### config.mk
export PLATFORM = sky130hd
export DESIGN_NAME = output_write_arbiter
export DESIGN_NICKNAME = d
export VERILOG_FILES = /design/src/rtl/output_write_arbiter.sv
export SDC_FILE = /design/constraint.sdc
export NUM_CORES = 1
export LEC_CHECK = 0
export ABC_AREA = 1
export CAP_MARGIN = 20
export CORE_AREA = 2 2 289 291
export CTS_BUF_LIST = sky130_fd_sc_hd__clkbuf_4 sky130_fd_sc_hd__clkbuf_8
export DETAILED_ROUTE_END_ITERATION = 6
export DIE_AREA = 0 0 291 293
export GPL_ROUTABILITY_DRIVEN = 0
export SLEW_MARGIN = 25
export SYNTH_ARGS = -nofsm -noshare
export SYNTH_HDL_FRONTEND = slang
export SYNTH_SLANG_ARGS = --single-unit
### constraint.sdc
create_clock -name clock -period 7.8 [get_ports clock]
set_input_delay 0.78 -clock clock [delete_from_list [all_inputs] [get_ports clock]]
set_output_delay 0.78 -clock clock [all_outputs]
set_load 0.005 [all_outputs]
### src/rtl/output_write_arbiter.sv
// Round-robin arbiter for the shared output memory write port.
// Ports: clock/reset_n; req_valid/req_data/req_addr in, req_ready out;
// mem_stall in; WriteBus/WriteAddress/WriteEnable out; idle; write_count.
// Optional macro WR_ARB_STATS_EN enables the write_count register.
module output_write_arbiter #(
  parameter int NUM_REQ = 4,
  parameter int DATA_W  = 128,
  parameter int ADDR_W  = 16
) (
  input  logic                      clock,
  input  logic                      reset_n,
  input  logic [NUM_REQ-1:0]        req_valid,
  input  logic [NUM_REQ*DATA_W-1:0] req_data,
  input  logic [NUM_REQ*ADDR_W-1:0] req_addr,
  output logic [NUM_REQ-1:0]        req_ready,
  input  logic                      mem_stall,
  output logic [DATA_W-1:0]         WriteBus,
  output logic [ADDR_W-1:0]         WriteAddress,
  output logic                      WriteEnable,
  output logic                      idle,
  output logic [15:0]               write_count
);

  localparam int PW = (NUM_REQ > 1) ? $clog2(NUM_REQ) : 1;
  localparam logic [PW:0]   NREQ = (PW+1)'(NUM_REQ);
  localparam logic [PW-1:0] LAST = PW'(NUM_REQ-1);

  logic [PW-1:0]      rr_ptr;
  logic [PW-1:0]      gnt_idx;
  logic [PW-1:0]      nxt_ptr;
  logic [PW:0]        sum;
  logic [NUM_REQ-1:0] gnt_oh;
  logic               gnt_any;
  logic               slot_free;
  logic [DATA_W-1:0]  sel_data;
  logic [ADDR_W-1:0]  sel_addr;

  assign slot_free = !WriteEnable || !mem_stall;

  // Rotating priority search starting at rr_ptr.
  always_comb begin
    gnt_any = 1'b0;
    gnt_idx = '0;
    gnt_oh  = '0;
    sum     = '0;
    for (int k = 0; k < NUM_REQ; k++) begin
      sum = {1'b0, rr_ptr} + (PW+1)'(k);
      if (sum >= NREQ)
        sum = sum - NREQ;
      if (!gnt_any && req_valid[sum[PW-1:0]]) begin
        gnt_any = 1'b1;
        gnt_idx = sum[PW-1:0];
      end
    end
    if (gnt_any)
      gnt_oh[gnt_idx] = 1'b1;
  end

  assign nxt_ptr = (gnt_idx == LAST) ? '0 : gnt_idx + 1'b1;

  assign req_ready = (slot_free && reset_n) ? gnt_oh : '0;

  always_comb begin
    sel_data = '0;
    sel_addr = '0;
    for (int i = 0; i < NUM_REQ; i++) begin
      if (gnt_oh[i]) begin
        sel_data = req_data[i*DATA_W +: DATA_W];
        sel_addr = req_addr[i*ADDR_W +: ADDR_W];
      end
    end
  end

  always_ff @(posedge clock or negedge reset_n) begin
    if (!reset_n) begin
      WriteBus     <= '0;
      WriteAddress <= '0;
      WriteEnable  <= 1'b0;
      rr_ptr       <= '0;
    end else if (slot_free) begin
      if (gnt_any) begin
        WriteBus     <= sel_data;
        WriteAddress <= sel_addr;
        WriteEnable  <= 1'b1;
        rr_ptr       <= nxt_ptr;
      end else begin
        // Address deliberately kept; only the bus is cleared.
        WriteBus     <= '0;
        WriteEnable  <= 1'b0;
      end
    end
  end

  assign idle = !WriteEnable && !(|req_valid);

`ifdef WR_ARB_STATS_EN
  logic [15:0] wr_cnt_q;

  always_ff @(posedge clock or negedge reset_n) begin
    if (!reset_n)
      wr_cnt_q <= '0;
    else if (WriteEnable && !mem_stall)
      wr_cnt_q <= wr_cnt_q + 16'd1;
  end

  assign write_count = wr_cnt_q;
`else
  assign write_count = 16'h0000;
`endif

endmodule
* Word level (Yosys, flattened, before mapping)
Cells that the tools add are included.
Widths: inputs -> output; s select.
** Word-level totals
- Register bits :: 147
- Latch bits :: 0
- Bits in writable memories :: 0
- Memory bits (read-only) :: 0
- Output and inout port bits :: 166
- Memories :: 0
** Cells by class
- Add/subtract/negate cells :: 8
- Multipliers :: 0
- Divide/modulo/power cells :: 0
- Magnitude comparators :: 10
- Eq/ne operators :: 1
- Shift operators :: 0
- Multiplexer cells :: 35
- Bitwise gates (word level) :: 0
- Reduce and logical (&&, ||, !) cells :: 15
** Operators by type and width (number)
- $mux 128 :: 5
- $mux 16 :: 4
- $mux 2 :: 9
- $lt 2x3->1 const B :: 5
- $mux 1 :: 10
- $ge 3x3->1 const B :: 3
- $bmux 1 s2 :: 4
- $mux 4 :: 2
- $sub 2x1->2 const B :: 4
- $add 2x2->3 const B :: 2
- $logic_and 1x1->1 :: 6
- $logic_not 1->1 :: 6
- $reduce_or 4->1 :: 1
- $add 2x1->3 const B :: 1
- $ge 2x3->1 const B :: 1
- $add 2x1->2 const B :: 1
- $demux 1 s2 :: 1
- $eq 2x2->1 const B :: 1
- $ge 2x1->1 const B :: 1
- $reduce_and 2->1 :: 1
- $logic_or 1x1->1 :: 1

* Logic depth before layout (Yosys ltp)
- Word-level depth :: 24
- Mapped depth :: 22

* Worst setup path before layout
OpenSTA, ideal clock, no wires.
- Path type :: input to output
- From :: input port req_valid[2]
- To :: output port req_ready[1]
- Data arrival time :: 2489 ps
- Data required time :: 7020 ps
- Slack :: 4531 ps
- Cell stages on the path :: 13
- Buffers on the path :: 4
- Path through :: nor2_2 nand3_4 buf_2 buf_2 nand2_1 nand3_1 nand2_1 inv_1 ha_1 buf_6 inv_2 clkbuf_1 nor3_1
** On the way
- Cells in the longest elaborated chain, start to end :: 18
** RTL lines
- start, declared :: RTL line 12 : input logic [NUM_REQ-1:0] req_valid,
- $bmux 1 s2 :: RTL line 50 : if (!gnt_any && req_valid[sum[PW-1:0]]) begin
- $mux 1 (not written as such) :: RTL line 50
- $mux 1 :: RTL line 50
- $logic_not 1->1 :: RTL line 50
- $logic_and 1x1->1 :: RTL line 50
- $mux 1 :: RTL line 50
- $logic_not 1->1 :: RTL line 50
- $logic_and 1x1->1 :: RTL line 50
- (+2 left out)
- $logic_and 1x1->1 :: RTL line 50
- $mux 2 :: RTL line 50
- $lt 2x3->1 (not written as such) or $ge 2x1->1 (tied branches) :: RTL line 56 : gnt_oh[gnt_idx] = 1'b1;
- $logic_and 1x1->1 (not written as such) :: RTL line 56
- $mux 1 (not written as such) :: RTL line 56
- $demux 1 s2 :: RTL line 56
- $mux 4 * :: RTL line 55 : if (gnt_any)
- $mux 4 * :: RTL line 61 : assign req_ready = (slot_free && reset_n) ? gnt_oh : '0;
- end, declared :: RTL line 15 : output logic [NUM_REQ-1:0] req_ready,
Mark *: on every way between the ends. The rest lies on a longest branch, timed or not. The select of a mux whose other input is x is not followed.

* Final worst setup path
- From :: input port req_valid[1]
- To :: output port req_ready[3]
The elaborated chain is that of the path after synthesis.

==> results_dict.tcl <==
set metrics [dict create \
    place_hpwl_mm 56.82 \
    stdcell_area_um2 21250 \
    die_w_um 291 \
    clockBufferDepth 2 \
    wl_per_cell_um 19.35 \
    vdd_drop_max_uv 300.5 \
    r2r_slack_ns 3.80 \
    setup.worst_path.start_class "input pin" \
    cp_num_buf_inv 4 \
    cts_tree "done" \
    syn_area_per_cell_um2 5.526 \
    yosys-top-cells-count "1055 x nand2_1, 295 x nand3_1, 252 x inv_1" \
    syn_area_um2 12690 \
    endpoint "req_ready[3]" \
    wl_mm 77.08 \
    yosys.area.top_type "nand2_1" \
    clk_latency_ns 0.55 \
    hold_ws_ns 0.1815 \
    cts_buffers 17 \
    reg2reg_depth 16 \
    synth_seq_cells 147 \
    layout_setup_ws_ns 2.682 \
    nNetsFinal 3482 \
    cp_max_fo 95 \
    ys.flop_type "dfrtp_1" \
    hold_violations 0 \
    power.density_nw_per_um2 471.1 \
    drive_above_1_share 0.02270 \
    root_buffer "clkbuf_8" \
    fin_crit_ns 5.118 \
    yosysMostFrequentCell "nand2_1" \
    met3_usage 0.04629 \
    synth_warnings 0 \
    path_delay_family "buffers and inverters" \
    slowest_delay_ns 0.80 \
    start_util 0.1550 \
    fmax_ghz 0.1954 \
    dpl-instance-area_um2 20820 \
    min_path_type "input pin to asynchronous set/reset pin" \
    grt_max_degree 106 \
    cts.sinks 147 \
    hold_buffers 0 \
    via_count 16670 \
    cp.required_ns 7.02 \
    slew_viol_final 0 \
    slew_headroom 0.2234 \
    row_count 105 \
    skew_ns 0.01952 \
    cp.arrival_ns 4.34 \
    area_delta_synth_final_pct 67.51 \
    critPathMostFrequentCell "clkdlybuf4s50_1" \
    p_leak_uw 0.01062 \
    timing.rr.end "WriteBus[122]" \
    met1_usage 0.2145 \
    htreeDepth 4 \
    period_share 0.6562 \
    worstMarginPinSlew_ns 1.153 \
    cts.clk_slew.worst_paths_ns 0.12 \
    track_usage 0.1762 \
    cts_setup_buffers 0 \
    drc 0 \
    grt_setup_unrepaired "no" \
    r2r-start "rr_ptr[0]" \
    path_class "input pin to primary output" \
    antenna_found_initial 21 \
    grt_pass1_wl_mm 110.4 \
    met2_usage 0.2964 \
    crit_path_cell_trace "clkdlybuf4s50_1, inv_1, nand3_4, buf_4, nand2_8, nor2_1, clkdlybuf4s50_1" \
    die_area_um2 85260 \
    critPathCaptureType "primary output" \
    die_h_um 293 \
    grt.overflow.total 0 \
    finalSetupTns_ns 0 \
    vias_per_cell 4.186 \
    grt.busiest_layer "met2" \
    outcome "completed" \
    setup_violations 0 \
    grt_pass1_vias 16120 \
    synth_edf_count 0 \
    core_um2 81850 \
    critical_path_cell_count 7 \
    syn-instance-count 2296 \
    ioPinCount 749 \
    ant_nets 0 \
    synth_top_area_share 0.3121 \
    drt_iter0_drc 826 \
    yosysSeqAreaShare 0.2899 \
    crit_path_start "req_valid[1]" \
    io_buffers 732 \
    async_reset_ff_frac 1.000 \
    finalCoreUtilization 0.2597 \
    synth_cell_type_count 23 \
    synth_area_leaders "nand2_1 31%, dfrtp_1 29%, nand3_1 12%" \
    crit_slowest_cell "buf_4" \
    pre_cts_ws_ns 2.630 \
    max-cap-violations 0 \
    dr.pass1.iters 5 \
    ctsResizeCount 0 \
]
==> registers in the layout, indices dropped and copies added, names as in the netlist <==
signal,cells
WriteEnable,1
WriteBus,128
rr_ptr,2
WriteAddress,16
==> power by group <==
part	internal (uW)	switching, uW	leakage, uW
clock	325	414	0.000211
combinational	2650	5270	0.00855
sequential	1130	216	0.00186
total	4110	5900	0.0106
==> worst register-to-register path: cells and delay by family (launching register included) <==
kind,cells,cell delay [ns]
AND/OR/NAND/NOR,10,0.95
adder cells (fa/ha/maj),1,0.43
buffers and inverters,4,1.72
flip-flops,1,0.54
AO/OA/AOI/OAI,1,0.27
==> cells in the final DEF (no fill, tap or decap), drive strengths merged <==
| master | instances |
|---|---|
| nor2 | 38 |
| o21ai | 146 |
| bufinv | 3 |
| inv | 262 |
| buf | 21 |
| nand4 | 1 |
| conb | 16 |
| clkinv | 35 |
| nor3 | 1 |
| clkdlybuf4s50 | 731 |
| clkinvlp | 2 |
| dfrtp | 147 |
| nand2 | 1059 |
| a21oi | 128 |
| ha | 4 |
| diode | 5 |
| nand3 | 296 |
| clkbuf | 18 |
==> cell families (layout without fill, tap and decap cells) <==
group | count (synthesis) | after routing | synth area share
other | 1 | 21 | 0.0002956
adders and majority gates | 4 | 4 | 0.003945
buffers and inverters | 475 | 1072 | 0.1532
DFF | 147 | 147 | 0.2899
AOI/OAI and AO/OA | 274 | 274 | 0.1081
and+or+nand+nor | 1395 | 1395 | 0.4446
==> metrics by stage <==
stage | instances | power [uW]
2_1_floorplan | 2311 | 6150
3_3_place_gp | 3946 | 9348
5_1_grt | 3983 | 11130
6_report | 3983 | 10010
3_5_place_dp | 3946 | 9391
4_1_cts | 3978 | 10200
==> how the worst min path moves through the flow <==
| stage | end | slack, ns | cells after the start |
|---|---|---|---|
| after global routing | WriteBus[52] | 0.14 | 1 |
| after CTS | WriteBus[52] | 0.09 | 1 |
| final | WriteBus[52] | 0.18 | 1 |
| after detailed placement | WriteBus[47] | 0.46 | 2 |
| after floorplan | WriteAddress[0] | 0.47 | 2 |
| after global placement | WriteBus[43] | 0.46 | 2 |
==> area by class of cell <==
cell class	count	area, um2
multi-input cells	1689	7209
flip-flops and latches	147	3679
fillers	9268	60590
clock inverters	15	191.4
well taps	1070	1339
clock buffers	17	234.0
inverters	287	1087
diodes	5	12.51
repair buffers	753	7501
==> layer usage <==
layer  routed length, um  vias up
li1                    -     8215
met1               32270     7628
met2               36660      727
met3                5678       98
met4                2437        6
met5                  34        -
(Power assumes the default switching activity.)
